**config.mk**
```make
export PLATFORM = sky130hd
export DESIGN_NAME = wb_reg_bank
export DESIGN_NICKNAME = d
export VERILOG_FILES = /design/src/rtl/wb_reg_bank_pkg.sv /design/src/rtl/cpu_reset_stretcher.sv /design/src/rtl/wb_reg_bank.sv
export SDC_FILE = /design/constraint.sdc
export NUM_CORES = 1
export LEC_CHECK = 0
export ABC_AREA = 1
export CORE_MARGIN = 3
export CORE_UTILIZATION = 56
export CTS_CLUSTER_SIZE = 25
export DETAILED_ROUTE_END_ITERATION = 12
export GPL_TIMING_DRIVEN = 0
export PLACE_DENSITY = 0.89
export SLEW_MARGIN = 10
export SYNTH_ARGS = -nofsm -noshare
export SYNTH_HDL_FRONTEND = slang
export SYNTH_SLANG_ARGS = --single-unit
```
**constraint.sdc**
```tcl
create_clock -name clk_i -period 2.2 [get_ports clk_i]
set_input_delay 0.55 -clock clk_i [delete_from_list [all_inputs] [get_ports clk_i]]
set_output_delay 0.55 -clock clk_i [all_outputs]
set_load 0.02 [all_outputs]
```
**src/rtl/wb_reg_bank_pkg.sv**
```systemverilog
// Shared constants, types and elaboration-time helpers for the Wishbone register bank.
// Register indices, the CPU control layout and the reset-stretcher state encoding live here.
`timescale 1ns/1ps
package wb_reg_bank_pkg;

   localparam int SYS_CLOCK_MHZ = 64;

   localparam int REG_CPU      = 0;
   localparam int REG_STATUS   = 1;
   localparam int REG_IRQ_MASK = 2;
   localparam int REG_ID       = 3;
   localparam int REG_COUNT    = 4;

   localparam int REG_CPU_READY_BIT = 0;
   localparam int REG_CPU_RESET_BIT = 1;

   // Bits needed to hold the value itself (minimum 1): 3 -> 2, 64 -> 7.
   function automatic int bit_width(input int value);
      int w;
      w = 1;
      for (int i = 1; i < 31; i++) begin
         if ((32'sd1 <<< i) <= value) w = i + 1;
      end
      return w;
   endfunction

   localparam int REG_ADDR_WIDTH = bit_width(REG_COUNT - 1);

   function automatic int ns_to_cycles(input int ns);
      return (ns * SYS_CLOCK_MHZ + 999) / 1000;
   endfunction

   typedef struct packed {
      logic reset;
      logic ready;
   } cpu_ctrl_t;

   typedef enum logic [1:0] {
      CPU_RST_RESET,
      CPU_RST_HOLD,
      CPU_RST_RUN
   } cpu_rst_state_t;

endpackage

```
**src/rtl/cpu_reset_stretcher.sv**
```systemverilog
// Holds the CPU in reset for a minimum number of cycles after the reset request is released.
// A re-asserted request during the hold aborts it; the next release restarts the full hold.
`timescale 1ns/1ps
module cpu_reset_stretcher
   import wb_reg_bank_pkg::*;
#(
   parameter int HOLD_CYCLES = 64
) (
   input  logic clk_i,
   input  logic rst_n_i,
   input  logic reset_req_i,
   output logic cpu_reset_o
);

   localparam int EFF_CYCLES = (HOLD_CYCLES < 1) ? 1 : HOLD_CYCLES;
   localparam int CNT_W      = bit_width(EFF_CYCLES);
   localparam logic [CNT_W-1:0] CNT_LOAD = CNT_W'(EFF_CYCLES - 1);

   cpu_rst_state_t   state_q, state_d;
   logic [CNT_W-1:0] cnt_q, cnt_d;

   always_comb begin
      // NOTE: every variable gets its default before the case so no path infers a latch.
      state_d = state_q;
      cnt_d   = cnt_q;
      case (state_q)
         CPU_RST_RESET: begin
            if (!reset_req_i) begin
               state_d = CPU_RST_HOLD;
               cnt_d   = CNT_LOAD;
            end
         end
         CPU_RST_HOLD: begin
            if (reset_req_i) begin
               state_d = CPU_RST_RESET;
               cnt_d   = '0;
            end else if (cnt_q == '0) begin
               state_d = CPU_RST_RUN;
            end else begin
               cnt_d = cnt_q - 1'b1;
            end
         end
         CPU_RST_RUN: begin
            if (reset_req_i) state_d = CPU_RST_RESET;
         end
         default: begin
            state_d = CPU_RST_RESET;
            cnt_d   = '0;
         end
      endcase
   end

   // NOTE: state updates use non-blocking assignments; every register here is reset (no memories).
   always_ff @(posedge clk_i or negedge rst_n_i) begin
      if (!rst_n_i) begin
         state_q <= CPU_RST_RESET;
         cnt_q   <= '0;
      end else begin
         state_q <= state_d;
         cnt_q   <= cnt_d;
      end
   end

   assign cpu_reset_o = (state_q != CPU_RST_RUN);

endmodule

```
**src/rtl/wb_reg_bank.sv**
```systemverilog
// Wishbone classic slave register bank: CPU control, sticky W1C event status, IRQ mask, ID.
// One access per strobe assertion; the ack follows acceptance by exactly one cycle.
`timescale 1ns/1ps
module wb_reg_bank #(
   parameter int                    REG_COUNT     = wb_reg_bank_pkg::REG_COUNT,
   parameter int                    DATA_WIDTH    = 8,
   parameter int                    ADDR_WIDTH    = wb_reg_bank_pkg::bit_width(REG_COUNT - 1),
   parameter int                    RESET_HOLD_NS = 1000,
   parameter logic [DATA_WIDTH-1:0] ID_VALUE      = 8'hE1
) (
   input  logic                  clk_i,
   input  logic                  rst_n_i,
   input  logic                  wb_cyc_i,
   input  logic                  wb_stb_i,
   input  logic                  wb_we_i,
   input  logic [ADDR_WIDTH-1:0] wb_adr_i,
   input  logic [DATA_WIDTH-1:0] wb_dat_i,
   output logic [DATA_WIDTH-1:0] wb_dat_o,
   output logic                  wb_ack_o,
   input  logic [DATA_WIDTH-1:0] evt_i,
   output logic                  cpu_ready_o,
   output logic                  cpu_reset_o,
   output logic                  irq_o
);

   import wb_reg_bank_pkg::*;

   localparam int RESET_HOLD_CYCLES = ns_to_cycles(RESET_HOLD_NS);

   localparam logic [ADDR_WIDTH-1:0] ADR_CPU    = ADDR_WIDTH'(REG_CPU);
   localparam logic [ADDR_WIDTH-1:0] ADR_STATUS = ADDR_WIDTH'(REG_STATUS);
   localparam logic [ADDR_WIDTH-1:0] ADR_MASK   = ADDR_WIDTH'(REG_IRQ_MASK);
   localparam logic [ADDR_WIDTH-1:0] ADR_ID     = ADDR_WIDTH'(REG_ID);

   cpu_ctrl_t             ctrl_q, ctrl_d;
   logic [DATA_WIDTH-1:0] status_q, status_d;
   logic [DATA_WIDTH-1:0] mask_q, mask_d;
   logic [DATA_WIDTH-1:0] dat_q, dat_d;
   logic [DATA_WIDTH-1:0] rdata, w1c;
   logic                  ack_q, req_q, irq_q, irq_d;
   logic                  req, accept, wr;

   // A held strobe is accepted only on its rising edge, so it can never re-trigger.
   assign req    = wb_cyc_i & wb_stb_i;
   assign accept = req & ~req_q;
   assign wr     = accept & wb_we_i;

   always_comb begin
      rdata = '0;
      case (wb_adr_i)
         ADR_CPU:    rdata = DATA_WIDTH'(ctrl_q);
         ADR_STATUS: rdata = status_q;
         ADR_MASK:   rdata = mask_q;
         ADR_ID:     rdata = ID_VALUE;
         default:    rdata = '0;
      endcase
   end

   always_comb begin
      ctrl_d = ctrl_q;
      mask_d = mask_q;
      w1c    = '0;
      if (wr) begin
         case (wb_adr_i)
            ADR_CPU:    ctrl_d = cpu_ctrl_t'(wb_dat_i[1:0]);
            ADR_STATUS: w1c    = wb_dat_i;
            ADR_MASK:   mask_d = wb_dat_i;
            default:    ;
         endcase
      end
      // New events win over a same-cycle clear of the same bit.
      status_d = (status_q & ~w1c) | evt_i;
      irq_d    = |(status_d & mask_d);
      dat_d    = accept ? (wb_we_i ? '0 : rdata) : dat_q;
   end

   always_ff @(posedge clk_i or negedge rst_n_i) begin
      if (!rst_n_i) begin
         ctrl_q   <= '{reset: 1'b1, ready: 1'b0};
         status_q <= '0;
         mask_q   <= '0;
         dat_q    <= '0;
         ack_q    <= 1'b0;
         req_q    <= 1'b0;
         irq_q    <= 1'b0;
      end else begin
         ctrl_q   <= ctrl_d;
         status_q <= status_d;
         mask_q   <= mask_d;
         dat_q    <= dat_d;
         ack_q    <= accept;
         req_q    <= req;
         irq_q    <= irq_d;
      end
   end

   cpu_reset_stretcher #(
      .HOLD_CYCLES(RESET_HOLD_CYCLES)
   ) u_stretcher (
      .clk_i       (clk_i),
      .rst_n_i     (rst_n_i),
      .reset_req_i (ctrl_q.reset),
      .cpu_reset_o (cpu_reset_o)
   );

   assign wb_dat_o    = dat_q;
   assign wb_ack_o    = ack_q;
   assign cpu_ready_o = ctrl_q.ready;
   assign irq_o       = irq_q;

endmodule
```
==> flow_metrics.env, run 1 <==
export IMPL_end_kind="output pin"
export IMPL_fin_nets=297
export IMPL_cp_slowest_cell="clkdlybuf4s50_1"
export IMPL_relSlewSlack=0.682
export IMPL_postCtsHoldBufs=0
export IMPL_antenna_found_initial=0
export IMPL_via_per_inst=5.28
export IMPL_clkSinkCount=38
export IMPL_synthFlopType="dfrtp_1"
export IMPL_powerDensity_nw_per_um2=806
export IMPL_drv_cap=0
export IMPL_cts_resized=0
export IMPL_synth_seq_cells=38
export IMPL_cts_clk_slew_worst_paths_ns=0.11
export IMPL_drtIter0Drc=141
export IMPL_vias=1674
export IMPL_port_buffers=33
export IMPL_gr_max_usage_layer="met2"
export IMPL_worstPathCellList="inv_1 -> nand2_1 -> clkdlybuf4s50_1"
export IMPL_hold_viol=0
export IMPL_antennaDiodeCount=0
export IMPL_place_congestion=0.774
export IMPL_setup_worst_path_start_class="register"
export IMPL_netlist_area_um2=1910
export IMPL_synth_top_family_by_area="simple AND/OR/NAND/NOR gates"
export IMPL_crit_family="buffers and inverters"
export IMPL_ant_nets=0
export IMPL_leakagePower_uw=0.00114
export IMPL_ir_drop_mv=0.420
export IMPL_grt_use_met1=0.264
export IMPL_synth_edf_count=0
export IMPL_timing_final_crit_period_ns=2.07
export IMPL_finalPower_uw=1930
export IMPL_start_util=0.606
export IMPL_worstPathMaxFanout=4
export IMPL_grt_pass1_vias=1676
export IMPL_avgSynthCellArea_um2=8.27
export IMPL_cts_setup_buffers=0
export IMPL_worstMarginPinSlew_ns=0.475
export IMPL_rows=20
export IMPL_tns_ns=0
export IMPL_crit_type="reg2out"
export IMPL_cts_tree="yes"
export IMPL_status="completed"
export IMPL_dp_cells=309
export IMPL_slew_violations=0
export IMPL_wl_per_cell_um=12.8
export IMPL_synth_simple_gate_area_frac=0.266
export IMPL_cp_required_ns=1.65
export IMPL_yosysUniqueCellTypes=29
export IMPL_finalSetupViolations=0
export IMPL_fin_worst_skew_ns=0.0113
export IMPL_remaining_drc_errors=0
export IMPL_grt_met3_usage=0.0439
export IMPL_slowest_delay_ns=0.60
export IMPL_grt_setup_unrepaired="no"
export IMPL_fp_dieW_um=64.4
export IMPL_use_met2=0.397
export IMPL_max_freq_mhz=482
export IMPL_finalCritPeriodShare=0.942
export IMPL_cts_max_level=2
export IMPL_seq_area_frac_synth=0.499
export IMPL_core_area_um2=3150
export IMPL_hpwl_um=3220
export IMPL_routed_wl_um=4050
export IMPL_grt_first_pass_wirelength_um=7210
export IMPL_final_layout_size_suffix_gt1_frac=0.114
export IMPL_path_buf_inv=2
export IMPL_fin_cells=317
export IMPL_worstPathArrival_ns=1.52
export IMPL_final_util=0.760
export IMPL_dr_pass1_iters=4
export IMPL_setup_slack_ns=0.127
export IMPL_clockBufferDepth=2
export IMPL_syn_to_final_growth_pct=25.5
export IMPL_yosysWarnings=0
export IMPL_clk_insertion_delay_late_ns=0.35
export IMPL_syn_nets=256
export IMPL_synth_compound_area_frac=0.144
export IMPL_die_y_um=64.4
export IMPL_grt_total_usage=0.225
export IMPL_hp_class="in2async"
export IMPL_async_flop_share=1.00
export IMPL_cts_root_buf="clkbuf_4"
export IMPL_synth_xor_xnor_area_share=0.00917
export IMPL_pre_cts_ws_ns=-0.0730
export IMPL_io_pins=35
export IMPL_grt_max_degree=22
export IMPL_cts_made_buffers=5
export IMPL_synth_adder_area_share=0.0131
export IMPL_dieArea_um2=4150
export IMPL_yosys_mux_area_fraction=0
export IMPL_syn_inst=231
export IMPL_gr_total_overflow=0
-- cells in the final DEF, fill, tap and decap left out, types with 3 or more instances in the layout --
cell type,count
o21ai_0,23
clkbuf_8,3
a21oi_1,3
nor2_1,16
clkbuf_4,5
o21ai_1,6
nand2_1,75
inv_2,4
a22o_2,3
inv_1,27
clkdlybuf4s50_1,32
a22o_1,4
nand3_1,9
dfrtp_1,37
-- per-stage QoR --
stage	hold WS, ns	cell area [um^2]
after global routing	0.139	2400
after global placement	0.461	2290
after detailed placement	0.456	2320
after CTS	0.136	2400
after floorplan	0.254	1910
final	0.120	2400
-- report_power, final --
part | internal, uW | leakage, uW | total (uW) | switching [uW]
combinational | 239 | 0.000645 | 581 | 342
clock | 218 | 0.0000446 | 451 | 233
sequential | 822 | 0.000447 | 899 | 76.8
-- cells in the mapped netlist (all sizes together) (2+ instances only) --
cell	instances	area, um^2
o21bai	2	15.0
a21oi	4	23.8
nand3	11	72.6
o211ai	2	15.0
nand2	77	294
dfrtp	37	926
inv	31	116
nor2	21	115
buf	2	16.3
o21ai	29	145
a22o	7	65.1
ha	2	25.0
-- registers in the layout, summed over array words and instances (netlist names) --
name and cells:
status_q 8, mask_q 8, wb_dat_o 8, u_stretcher.cnt_q 7
req_q 1, ctrl_q 1, cpu_ready_o 1, irq_o 1
wb_ack_o 1, u_stretcher.state_q 2
-- per-layer routing --
layer / share of wire / up-vias / wire length, um
met5: 0 / - / 0
met4: 0.020 / 0 / 82
met3: 0.046 / 9 / 185
met2: 0.51 / 49 / 2060
met1: 0.42 / 786 / 1720
li1: - / 830 / -
-- area by class of cell --
| cell class | instances | area (um^2) |
|---|---|---|
| sequential | 38 | 952 |
| multi-input combinational | 160 | 825 |
| fill | 249 | 757 |
| timing repair buffer | 34 | 353 |
| inverter | 31 | 116 |
| clock buffer | 8 | 78.8 |
| tap | 44 | 55.1 |
| buffer | 2 | 16.3 |
-- worst register-to-register path: cells and delay by family, from the launching register on --
| family | cells | cell delay [ns] |
|---|---|---|
| AO/OA/AOI/OAI | 2 | 0.34 |
| buffers and inverters | 2 | 0.31 |
| flip-flops | 1 | 0.56 |
| AND/OR/NAND/NOR | 3 | 0.38 |
-- final timing paths --
path	start	to	slack (ns)	depth (start not counted)
max reg2reg	ctrl_q[1]	u_stretcher.cnt_q[2]	0.54	7
min in group clk_i	req_q	wb_ack_o	0.47	1
min	rst_n_i	u_stretcher.cnt_q[2]	0.12	1
min reg2reg	req_q	wb_ack_o	0.47	1
max	u_stretcher.state_q[0]	cpu_reset_o	0.13	3
max in group asynchronous	rst_n_i	mask_q[3]	1.63	2
-- cell families (layout without fill, tap and decap cells) --
group	after synthesis	count (layout)
buf+inv	33	75
simple gates	111	111
fa+ha+maj	2	2
flops	38	38
xor+xnor	2	2
compound gates	45	45
Note: power is estimated with default switching activity, not from simulation.
==> run 2: changes to the inputs <==
CORE_UTILIZATION = 60   (was 56)
DONT_BUFFER_PORTS = 1   (was default)
PLACE_DENSITY = 0.8   (was 0.89)
==> run 2 against run 1 <==
Hold slack got worse by 0.12 ns. Routed wire length decreased by 1.2%. Utilization decreased by 5.6 points. Critical endpoint is now u_stretcher.cnt_q[2].
==> flow_metrics.env, run 2 (synthesis results as in run 1) <==
export IMPL_gr_total_overflow=0
export IMPL_wl_met3_um=273
export IMPL_cts_tree="yes"
export IMPL_fin_nets=264
export IMPL_place_area_um2=1960
export IMPL_die_y_um=62.4
export IMPL_dieArea_um2=3900
export IMPL_multi_input_area_um2=825
export IMPL_hp_class="in2async"
export IMPL_fin_cells=282
export IMPL_worstPathMaxFanout=10
export IMPL_cts_made_buffers=5
export IMPL_place_congestion=0.821
export IMPL_n_fill_cell=239
export IMPL_finalCritPeriodShare=0.763
export IMPL_hpwl_um=2920
export IMPL_final_layout_size_suffix_gt1_frac=0.121
export IMPL_worstPathCellList="inv_1 -> nand2_1 -> nor2_1 -> a21oi_2 -> buf_2 -> nand2_1 -> o21ai_0"
export IMPL_grt_first_pass_wirelength_um=7010
export IMPL_final_util=0.704
export IMPL_crit_type="reg2reg"
export IMPL_drtIter0Drc=108
export IMPL_reg2reg_slack_ns=0.52
export IMPL_cts_root_buf="clkbuf_4"
export IMPL_p_switching_uw=631
export IMPL_p_comb_frac=0.254
export IMPL_start_util=0.658
export IMPL_relSlewSlack=0.666
export IMPL_grt_setup_unrepaired="no"
export IMPL_p_seq_frac=0.531
export IMPL_dr_pass1_iters=4
export IMPL_slew_violations=0
export IMPL_cp_slowest_cell="dfstp_2"
export IMPL_finalSetupViolations=0
export IMPL_worstPathArrival_ns=1.95
export IMPL_slowest_delay_ns=0.55
export IMPL_timing_final_crit_period_ns=1.68
export IMPL_leakagePower_uw=0.000998
export IMPL_p_int_uw=1140
export IMPL_cts_max_level=2
export IMPL_hold_viol=0
export IMPL_rows=19
export IMPL_ir_drop_mv=0.609
export IMPL_clk_insertion_delay_late_ns=0.36
export IMPL_fin_area_um2=2040
export IMPL_path_common_cell="nand2_1"
export IMPL_cp_required_ns=2.47
export IMPL_cts_setup_buffers=0
export IMPL_cts_clk_slew_worst_paths_ns=0.12
export IMPL_pre_cts_ws_ns=0.475
export IMPL_grt_pass1_vias=1451
export IMPL_tns_ns=0
export IMPL_routed_wl_um=4000
export IMPL_max_freq_mhz=595
export IMPL_end_kind="register"
export IMPL_via_per_inst=5.34
export IMPL_powerDensity_nw_per_um2=866
export IMPL_final_common_cell="nand2_1"
export IMPL_ant_nets=0
export IMPL_wl_met2_um=1800
export IMPL_p_clk_frac=0.215
export IMPL_antennaDiodeCount=0
export IMPL_dp_cells=273
export IMPL_vias=1506
export IMPL_status="completed"
export IMPL_setup_worst_path_start_class="register"
export IMPL_core_area_um2=2900
export IMPL_cts_resized=0
export IMPL_setup_slack_ns=0.521
export IMPL_syn_to_final_growth_pct=6.95
export IMPL_mostFrequentLayoutCells="75 x nand2_1, 37 x dfrtp_1, 27 x inv_1"
export IMPL_antenna_found_initial=0
export IMPL_clockBufferDepth=2
export IMPL_fin_worst_skew_ns=0.0168
export IMPL_grt_total_usage=0.230
export IMPL_fp_dieW_um=62.4
export IMPL_worstMarginPinSlew_ns=0.499
export IMPL_remaining_drc_errors=0
export IMPL_drv_cap=0
export IMPL_met1Wirelength_um=1860
export IMPL_clkSinkCount=38
export IMPL_regArea_um2=952
export IMPL_wl_per_cell_um=14.2
export IMPL_postCtsHoldBufs=1
export IMPL_grt_max_degree=38
export IMPL_swShare=0.357
export IMPL_port_buffers=0
export IMPL_io_pins=35
export IMPL_dr_max_layer_used="met4"
-- run 2: metrics by stage --
stage	hold slack (ns)	total power, uW
floorplan	0.254	1280
global placement	0.255	1360
detailed placement	0.255	1380
CTS	0.0167	1770
global route	0.00668	1900
finish	0.00137	1770
-- run 2: path summary, 6_finish.rpt --
kind / from / to / depth (start not counted)
worst max-delay path: ctrl_q[1] / u_stretcher.cnt_q[2] / 7
worst min-delay path: rst_n_i / wb_dat_o[4] / 1
min in group clk_i: evt_i[4] / status_q[4] / 2
worst max register to register: ctrl_q[1] / u_stretcher.cnt_q[2] / 7
max in group asynchronous: rst_n_i / mask_q[0] / 1
worst min register to register: req_q / wb_ack_o / 1
-- run 2: power groups by stage --
| stage | combinational (uW) | clock [uW] | sequential, uW |
|---|---|---|---|
| 2_1_floorplan | 349 | 0 | 930 |
| 6_report | 449 | 381 | 938 |
| 3_3_place_gp | 415 | 0 | 949 |
| 5_1_grt | 526 | 419 | 957 |
| 4_1_cts | 448 | 383 | 940 |
| 3_5_place_dp | 427 | 0 | 954 |
-- run 2: critical path, delay by kind of cell, from the launching register on --
kind | cells | cell delay, ns
simple gates | 3 | 0.38
buf+inv | 2 | 0.32
flops | 1 | 0.55
compound gates | 2 | 0.35
-- run 2: layout make-up --
cell class,count,share of cell area
Sequential cell,38,0.466
Multi-Input combinational cell,160,0.404
Inverter,31,0.0570
Clock buffer,7,0.0270
Tap cell,42,0.0257
Timing Repair Buffer,1,0.00980
Buffer,2,0.00797
Clock inverter,1,0.00245
-- run 2: layer usage --
layer,vias up,track usage
met3,6,0.0594
met5,-,0
met4,0,0.0826
met2,48,0.332
met1,690,0.336
li1,762,-
